===== src/rtl/pipe_pkg.sv =====
// Shared types and defaults for the pipeline skid stage.
// Latency: n/a (declarations only).
// Backpressure: n/a.
//
// Contents: default payload/control widths, the three-state occupancy enum
// and a helper that maps the state to an entry count.
package pipe_pkg;

    // Payload = ALU result (32) + RS2 data (32) + RD address (5).
    localparam int DATA_W_DEF = 69;
    // Control = {RegWrite, MemtoReg, MemRead, MemWrite}.
    localparam int CTRL_W_DEF = 4;

    // The encoding equals the number of held entries, which keeps occ_of trivial.
    typedef enum logic [1:0] {
        ST_EMPTY = 2'd0,
        ST_ONE   = 2'd1,
        ST_FULL  = 2'd2
    } state_e;

    function automatic logic [1:0] occ_of(input state_e s);
        logic [1:0] occ;
        case (s)
            ST_ONE:  occ = 2'd1;
            ST_FULL: occ = 2'd2;
            default: occ = 2'd0;
        endcase
        return occ;
    endfunction

endpackage


===== src/rtl/pipe_entry_reg.sv =====
// One storage slot (control + payload) with a load enable and a synchronous clear.
// Latency: 1 cycle from ld_i to the outputs.
// Backpressure: none; the owner decides when to load.
//
// Ports: clk_i, clr_i (sync clear, wins over load), ld_i, ctrl_i/data_i (next
// value), ctrl_o/data_o (held value).
module pipe_entry_reg
    import pipe_pkg::*;
#(
    parameter int CTRL_W = CTRL_W_DEF,
    parameter int DATA_W = DATA_W_DEF
) (
    input  logic              clk_i,
    input  logic              clr_i,
    input  logic              ld_i,
    input  logic [CTRL_W-1:0] ctrl_i,
    input  logic [DATA_W-1:0] data_i,
    output logic [CTRL_W-1:0] ctrl_o,
    output logic [DATA_W-1:0] data_o
);

    logic [CTRL_W-1:0] ctrl_q;
    logic [DATA_W-1:0] data_q;

    always_ff @(posedge clk_i) begin
        if (clr_i) begin
            ctrl_q <= '0;
            data_q <= '0;
        end else if (ld_i) begin
            ctrl_q <= ctrl_i;
            data_q <= data_i;
        end
    end

    assign ctrl_o = ctrl_q;
    assign data_o = data_q;

endmodule


===== src/rtl/pipe_skid_stage.sv =====
// Two-entry skid buffer between pipeline stages (main/head slot + skid slot).
// Latency: 1 cycle from push to head; one entry per cycle sustained.
// Backpressure: in_ready_o is registered (state != FULL) and never sees out_ready_i combinationally.
//
// Ports: clk_i, rst_i (sync, active high), flush_i, in_valid_i/in_ready_o/
// in_ctrl_i/in_data_i (upstream), out_valid_o/out_ready_i/out_ctrl_o/
// out_data_o (downstream), occupancy_o (0..2 held entries).
module pipe_skid_stage
    import pipe_pkg::*;
#(
    parameter int DATA_W = DATA_W_DEF,
    parameter int CTRL_W = CTRL_W_DEF
) (
    input  logic              clk_i,
    input  logic              rst_i,
    input  logic              flush_i,
    input  logic              in_valid_i,
    output logic              in_ready_o,
    input  logic [CTRL_W-1:0] in_ctrl_i,
    input  logic [DATA_W-1:0] in_data_i,
    output logic              out_valid_o,
    input  logic              out_ready_i,
    output logic [CTRL_W-1:0] out_ctrl_o,
    output logic [DATA_W-1:0] out_data_o,
    output logic [1:0]        occupancy_o
);

    state_e state_q, state_d;
    logic   in_ready_q;

    logic              push, pop;
    logic              main_ld, skid_ld, main_from_skid;
    logic [CTRL_W-1:0] main_ctrl, skid_ctrl, main_ctrl_d;
    logic [DATA_W-1:0] main_data, skid_data, main_data_d;

    assign push = in_valid_i & in_ready_q;
    assign pop  = out_valid_o & out_ready_i;

    always_comb begin
        state_d        = state_q;
        main_ld        = 1'b0;
        skid_ld        = 1'b0;
        main_from_skid = 1'b0;
        // Flush only moves the state; the slots keep their contents so the
        // payload output still shows the last head while empty.
        if (!flush_i) begin
            case (state_q)
                ST_EMPTY: begin
                    if (push) begin
                        state_d = ST_ONE;
                        main_ld = 1'b1;
                    end
                end
                ST_ONE: begin
                    if (push && pop) begin
                        main_ld = 1'b1;
                    end else if (push) begin
                        state_d = ST_FULL;
                        skid_ld = 1'b1;
                    end else if (pop) begin
                        state_d = ST_EMPTY;
                    end
                end
                ST_FULL: begin
                    // in_ready_q is low here, so only a pop can happen.
                    if (pop) begin
                        state_d        = ST_ONE;
                        main_ld        = 1'b1;
                        main_from_skid = 1'b1;
                    end
                end
                default: state_d = ST_EMPTY;
            endcase
        end else begin
            state_d = ST_EMPTY;
        end
    end

    always_ff @(posedge clk_i) begin
        if (rst_i) begin
            state_q    <= ST_EMPTY;
            in_ready_q <= 1'b1;
        end else begin
            state_q    <= state_d;
            // Ready is a registered copy of "next state is not FULL".
            in_ready_q <= (state_d != ST_FULL);
        end
    end

    assign main_ctrl_d = main_from_skid ? skid_ctrl : in_ctrl_i;
    assign main_data_d = main_from_skid ? skid_data : in_data_i;

    pipe_entry_reg #(.CTRL_W(CTRL_W), .DATA_W(DATA_W)) u_main (
        .clk_i  (clk_i),
        .clr_i  (rst_i),
        .ld_i   (main_ld),
        .ctrl_i (main_ctrl_d),
        .data_i (main_data_d),
        .ctrl_o (main_ctrl),
        .data_o (main_data)
    );

    pipe_entry_reg #(.CTRL_W(CTRL_W), .DATA_W(DATA_W)) u_skid (
        .clk_i  (clk_i),
        .clr_i  (rst_i),
        .ld_i   (skid_ld),
        .ctrl_i (in_ctrl_i),
        .data_i (in_data_i),
        .ctrl_o (skid_ctrl),
        .data_o (skid_data)
    );

    assign in_ready_o  = in_ready_q;
    assign out_valid_o = (state_q != ST_EMPTY);
    // A bubble must never carry RegWrite/MemWrite downstream.
    assign out_ctrl_o  = out_valid_o ? main_ctrl : '0;
    assign out_data_o  = main_data;
    assign occupancy_o = occ_of(state_q);

endmodule


===== config.mk =====
export PLATFORM = sky130hd
export DESIGN_NAME = pipe_skid_stage
export DESIGN_NICKNAME = d
export VERILOG_FILES = /design/src/rtl/pipe_pkg.sv /design/src/rtl/pipe_entry_reg.sv /design/src/rtl/pipe_skid_stage.sv
export SDC_FILE = /design/constraint.sdc
export NUM_CORES = 1
export LEC_CHECK = 0
export CORE_ASPECT_RATIO = 0.6
export CORE_MARGIN = 3
export CORE_UTILIZATION = 35
export DETAILED_ROUTE_END_ITERATION = 8
export GPL_TIMING_DRIVEN = 0
export PLACE_DENSITY_LB_ADDON = 0.3
export SYNTH_ARGS = -nofsm -noshare
export SYNTH_HDL_FRONTEND = slang
export SYNTH_SLANG_ARGS = --single-unit

===== constraint.sdc =====
create_clock -name clk_i -period 3.7 [get_ports clk_i]
set_clock_uncertainty 0.2 [all_clocks]
set_input_delay 0.37 -clock clk_i [delete_from_list [all_inputs] [get_ports clk_i]]
set_output_delay 0.37 -clock clk_i [all_outputs]
set_load 0.02 [all_outputs]

==> results.sh <==
export IMPL_row_count=36
export IMPL_grt_pass1_wl_um=24740
export IMPL_syn_inst=584
export IMPL_r2r_cells=5
export IMPL_worstMarginPinSlew_ns=0.6583
export IMPL_htreeDepth=4
export IMPL_yosys_warnings=0
export IMPL_r2r_start="state_q[1]"
export IMPL_timing_rr_end="u_main.data_o[6]"
export IMPL_synthTopCellsByArea="dfxtp_1 (49%), mux2i_1 (24%), nor2_1 (9.1%)"
export IMPL_coreArea_mm2=0.01667
export IMPL_io_pins=155
export IMPL_setup_ws_ns=1.306
export IMPL_worstPathRequired_ns=3.13
export IMPL_clockBufferDepth=2
export IMPL_placed_cell_area_mm2=0.007939
export IMPL_grt_pass1_vias=4790
export IMPL_clkLatencyLatePin_ns=0.41
export IMPL_min_path_cells=2
export IMPL_cts_sinks=149
export IMPL_cp_cell_sequence="nor2_1 > nor2b_1 > clkdlybuf4s50_1"
export IMPL_yosysSeqAreaShare_pct=48.80
export IMPL_fin_crit_sh_pct=64.70
export IMPL_vias=4796
export IMPL_report_final_slew_viol_count=0
export IMPL_post_place_ws_ns=1.113
export IMPL_routed_wl_um=15770
export IMPL_clkTransAtPathRegs_ns=0.06
export IMPL_antenna_found_initial=0
export IMPL_relSlewSlack_pct=56.11
export IMPL_setup_violations=0
export IMPL_grt_usage_pct=16.43
export IMPL_period_needed_ns=2.394
export IMPL_cts_tree="yes"
export IMPL_path_class="reg2out"
export IMPL_start_util_pct=36.67
export IMPL_p_per_area_mw_per_mm2=466.2
export IMPL_final_antenna_net_count=0
export IMPL_drtIter0Drc=195
export IMPL_synth_top_area_cell="dfxtp_1"
export IMPL_slowest_delay_ns=0.62
export IMPL_status="finished clean"
export IMPL_syn_nets=662
export IMPL_io_buffer_count=154
export IMPL_dieArea_mm2=0.01914
export IMPL_overflow=0
export IMPL_worst_setup_path_end_kind="primary output"
export IMPL_antenna_cells=0
export IMPL_syn_avg_cell_area_um2=10.47
export IMPL_peakVddDrop_uv=228.7
export IMPL_yosysTopAreaCellShare_pct=48.80
export IMPL_worstHoldEndpoint="u_skid.data_o[57]"
export IMPL_rsz0062_at_grt="no"
export IMPL_cts_resized=0
export IMPL_slowest_stage="clkdlybuf4s50_1"
export IMPL_drive_gt1_share_pct=7.662
export IMPL_hp_start="u_skid.data_o[57]"
export IMPL_hold_viol=0
export IMPL_cp_arrival_ns=1.82
export IMPL_synth_cell_type_count=25
export IMPL_crit_family="buffers and inverters"
export IMPL_final_common_cell="clkdlybuf4s50_1"
export IMPL_area_growth_pct=39.57
export IMPL_route_detailed_drc=0
export IMPL_ys_ff_latch=149
export IMPL_fin_area_mm2=0.008531
export IMPL_dp_hpwl_um=11550
export IMPL_nNetsFinal=835
export IMPL_numCtsBuffers=17
export IMPL_synth_area_mm2=0.006112
export IMPL_die_w_um=176.6
export IMPL_die_y_um=108.4
export IMPL_wl_per_cell_um=15.80
export IMPL_leakage_nw=3.510
export IMPL_final_cell_mix="clkdlybuf4s50_1 (154), dfxtp_1 (149), nor2_1 (148), mux2i_1 (146), a211oi_1 (73)"
export IMPL_drv_cap=0
export IMPL_routabilityCongestion=0.7745
export IMPL_crit_fanout=7
export IMPL_grt_max_degree=17
export IMPL_clockRootBuffer="clkbuf_16"
export IMPL_fmax_ghz=0.4177
export IMPL_ctsHoldBuffers=0
export IMPL_r2r_slack_ns=1.61
export IMPL_viasPerCell=4.806
export IMPL_post_cts_buffers=0
export IMPL_start_kind="register"
export IMPL_hp_class="reg2reg"
export IMPL_dr_pass1_iters=4
export IMPL_setup_tns_final_ns=0
export IMPL_cp_buffers_inverters=1
[logic make-up after synthesis]
kind of cell    Yosys count  share of synthesized area, %
buf+inv                  50                         6.796
compound gates           77                         9.437
simple gates            162                         11.05
flops                   149                         48.80
mux                     146                         23.91
[where the power goes]
group | internal [mW] | switching, mW
Combinational | 0.263 | 0.271
Clock | 1.02 | 0.696
Sequential | 1.68 | 0.0444
Total | 2.96 | 1.01
[worst register-to-register path: cells and delay by family (launching register included)]
family	cells	cell delay, ns
AOI/OAI and AO/OA	2	0.38
buffers and inverters	2	0.76
DFF	1	0.38
and+or+nand+nor	1	0.23
[cells in the mapped netlist]
master	instances
clkbuf_1	19
mux2i_1	146
a311oi_1	1
and3b_2	1
buf_8	7
nand2_1	1
inv_1	2
nor2b_4	1
nor2b_1	4
buf_12	8
dfxtp_1	149
and3b_1	1
a31oi_1	2
o21bai_1	1
buf_6	1
buf_2	9
or4b_4	1
buf_1	4
and2b_4	1
nor2_1	148
a211oi_1	73
nand3b_1	1
or4_1	1
nand4bb_1	1
nand4b_1	1
[per-layer routing]
metal	share of wire (%)	vias to the layer above	global-route usage, %
met1	51	2264	22.62
met4	0.55	0	4.202
met2	43	122	25.36
met3	5.9	9	4.772
li1	-	2401	-
met5	0	-	0
[registers in the layout, indices dropped and copies added, names as in the netlist]
signal	count
u_main.data_o	69
u_skid.data_o	69
u_main.ctrl_o	4
u_skid.ctrl_o	4
state_q	2
in_ready_o	1
[stage by stage]
stage	hold WS, ns	utilization, %	std cells	total power [mW]
5_1_grt	0.3137	51.19	998	4.133
3_5_place_dp	0.2872	47.64	966	2.292
2_1_floorplan	0.2421	-	584	2.006
3_3_place_gp	0.2740	47.64	966	2.281
6_report	0.2952	51.19	998	3.977
4_1_cts	0.3004	51.19	998	4.018
[worst max path at each step]
| stage | start | end | slack [ns] | depth (start not counted) |
|---|---|---|---|---|
| after floorplan | in_ready_o | u_skid.ctrl_o[0] | 1.77 | 6 |
| after global placement | out_ready_i | u_main.data_o[6] | 1.22 | 6 |
| after detailed placement | out_ready_i | u_main.data_o[5] | 1.11 | 6 |
| after CTS | state_q[1] | out_ctrl_o[0] | 1.28 | 3 |
| after global routing | state_q[1] | out_ctrl_o[0] | 1.22 | 3 |
| final | state_q[1] | out_ctrl_o[1] | 1.31 | 3 |
[cell type report]
type                    count  area [µm²]
fillers                  1496        8135
well taps                 228       285.3
inverters                   2       7.507
repair buffers            154        1541
multi-input cells         385        2714
clock inverters            12       145.1
plain buffers              48       407.9
flip-flops and latches    149        2983
clock buffers              20       446.7
Note: power is estimated with default switching activity, not from simulation.
==> RTL edit: new RTL, same flow settings <==
Change the package constant `CTRL_W_DEF` from 4 to 6.
--- a/src/rtl/pipe_pkg.sv
+++ b/src/rtl/pipe_pkg.sv
@@ -9,7 +9,7 @@
     // Payload = ALU result (32) + RS2 data (32) + RD address (5).
     localparam int DATA_W_DEF = 69;
     // Control = {RegWrite, MemtoReg, MemRead, MemWrite}.
-    localparam int CTRL_W_DEF = 4;
+    localparam int CTRL_W_DEF = 6;
 
     // The encoding equals the number of held entries, which keeps occ_of trivial.
     typedef enum logic [1:0] {
Interface: changed (resized in_ctrl_i and out_ctrl_o); port bits go from 155 to 159. The function was not compared with the original's and may differ.
==> RTL edit against the unedited design <==
Sequential cell count grew 4. Synthesized area grew 0.47%. Wire length grew 4.0%. Power grew 1.9%. Worst hold slack gained 0.00074 ns. Design area grew 0.69%. Worst setup slack lost 0.25 ns. First-iteration DRC count grew 14%. Critical path type is now input pin to register. Critical endpoint is now u_main.data_o[17]. Largest cell class unchanged. Highest routed layer unchanged.
==> RTL edit: results <==
[cells_and_area]
post_route_cells_drive_above_1_share = 0.06439
multi_input_comb_area_mm2 = 0.002783
multi_input_comb_cells = 397
clk_buf = 18
num-nets-final = 859
clock_network_area_share = 0.06890
non_clock_inverter_count = 2
post-route-cell-area_mm2 = 0.008589
seq_area_frac = 0.3566
layoutNonFillerInstCount = 1020
number_of_sequential_cells_in_the_layout = 153
fill_cells = 1501
n_all_buffers = 208
buf_share = 0.2165

[critical_path]
r2r_start = "state_q[0]"
crit_type = "input pin to register"
crit_fanout = 10
critical_path.reg2reg.endpoint = "u_main.data_o[17]"
critical_path.startpoint = "out_ready_i"
critPathSlowestCell = "sky130_fd_sc_hd__a31oi_1"
cp.arrival_ns = 2.72

[logic_synthesis]
netlist_instances = 603
netlist-cell-type-count = 22
net_count_synth = 683
synth-seq-area-share = 0.4988
synth_warnings = 0
yosys-mux-area-fraction = 0.2445
yosys-top-cells-count = "sky130_fd_sc_hd__dfxtp_1, sky130_fd_sc_hd__nor2_1, sky130_fd_sc_hd__mux2i_1"

[placed_design]
gp_congestion = 0.7541
placedCellCount = 988
pre_cts_ws_ns = 0.6310
buffer_ports.inserted = 157
placedInstanceArea_mm2 = 0.007998
place.detailed.hpwl_um = 12390

[drt]
routedWlPerCell_um = 16.09
detailedRoute.firstIterationViolations = 223
vias_per_cell = 4.825

[pwr]
power-per-cell-area_mw_per_mm2 = 471.6
powerComb_mw = 0.542
ir_worst_vdd_mv = 0.2518
power.sequential.fraction = 0.436

[clock_network]
numCtsBuffers = 17

[global_route]
wire_length_of_the_first_global_routing_pass_um = 25760
vias_in_the_first_global_route = 5032

[outcome]
status = "complete, no violations"

[timing]
maxSlewHeadroom = 0.5266
timing.final.ws_setup_ns = 1.052

[floorplanning]
core_area_mm2 = 0.01671
[RTL edit: worst min-delay path by stage]
stage | from | endpoint | slack (ns)
floorplan | flush_i | state_q[0] | 0.24
global placement | u_skid.data_o[4] | u_skid.data_o[4] | 0.27
detailed placement | u_skid.data_o[51] | u_skid.data_o[51] | 0.29
CTS | u_skid.data_o[51] | u_skid.data_o[51] | 0.30
global route | u_main.data_o[1] | u_main.data_o[1] | 0.32
finish | u_skid.ctrl_o[2] | u_skid.ctrl_o[2] | 0.30
[RTL edit: logic make-up after synthesis]
| kind of cell | count (synthesis) |
|---|---|
| buf+inv | 53 |
| simple gates | 168 |
| compound gates | 79 |
| mux | 150 |
| flops | 153 |
[RTL edit: worst min-delay path: cells and delay by family (launching register included)]
kind | cells | cell delay, ns
AND/OR/NAND/NOR | 1 | 0.07
multiplexers | 1 | 0.07
flip-flops | 1 | 0.32
[RTL edit: layer usage]
layer	global-route usage	wire length, um
met1	0.2386	8156
met2	0.2666	7251
met3	0.04211	850
met4	0.04202	149
met5	0	0
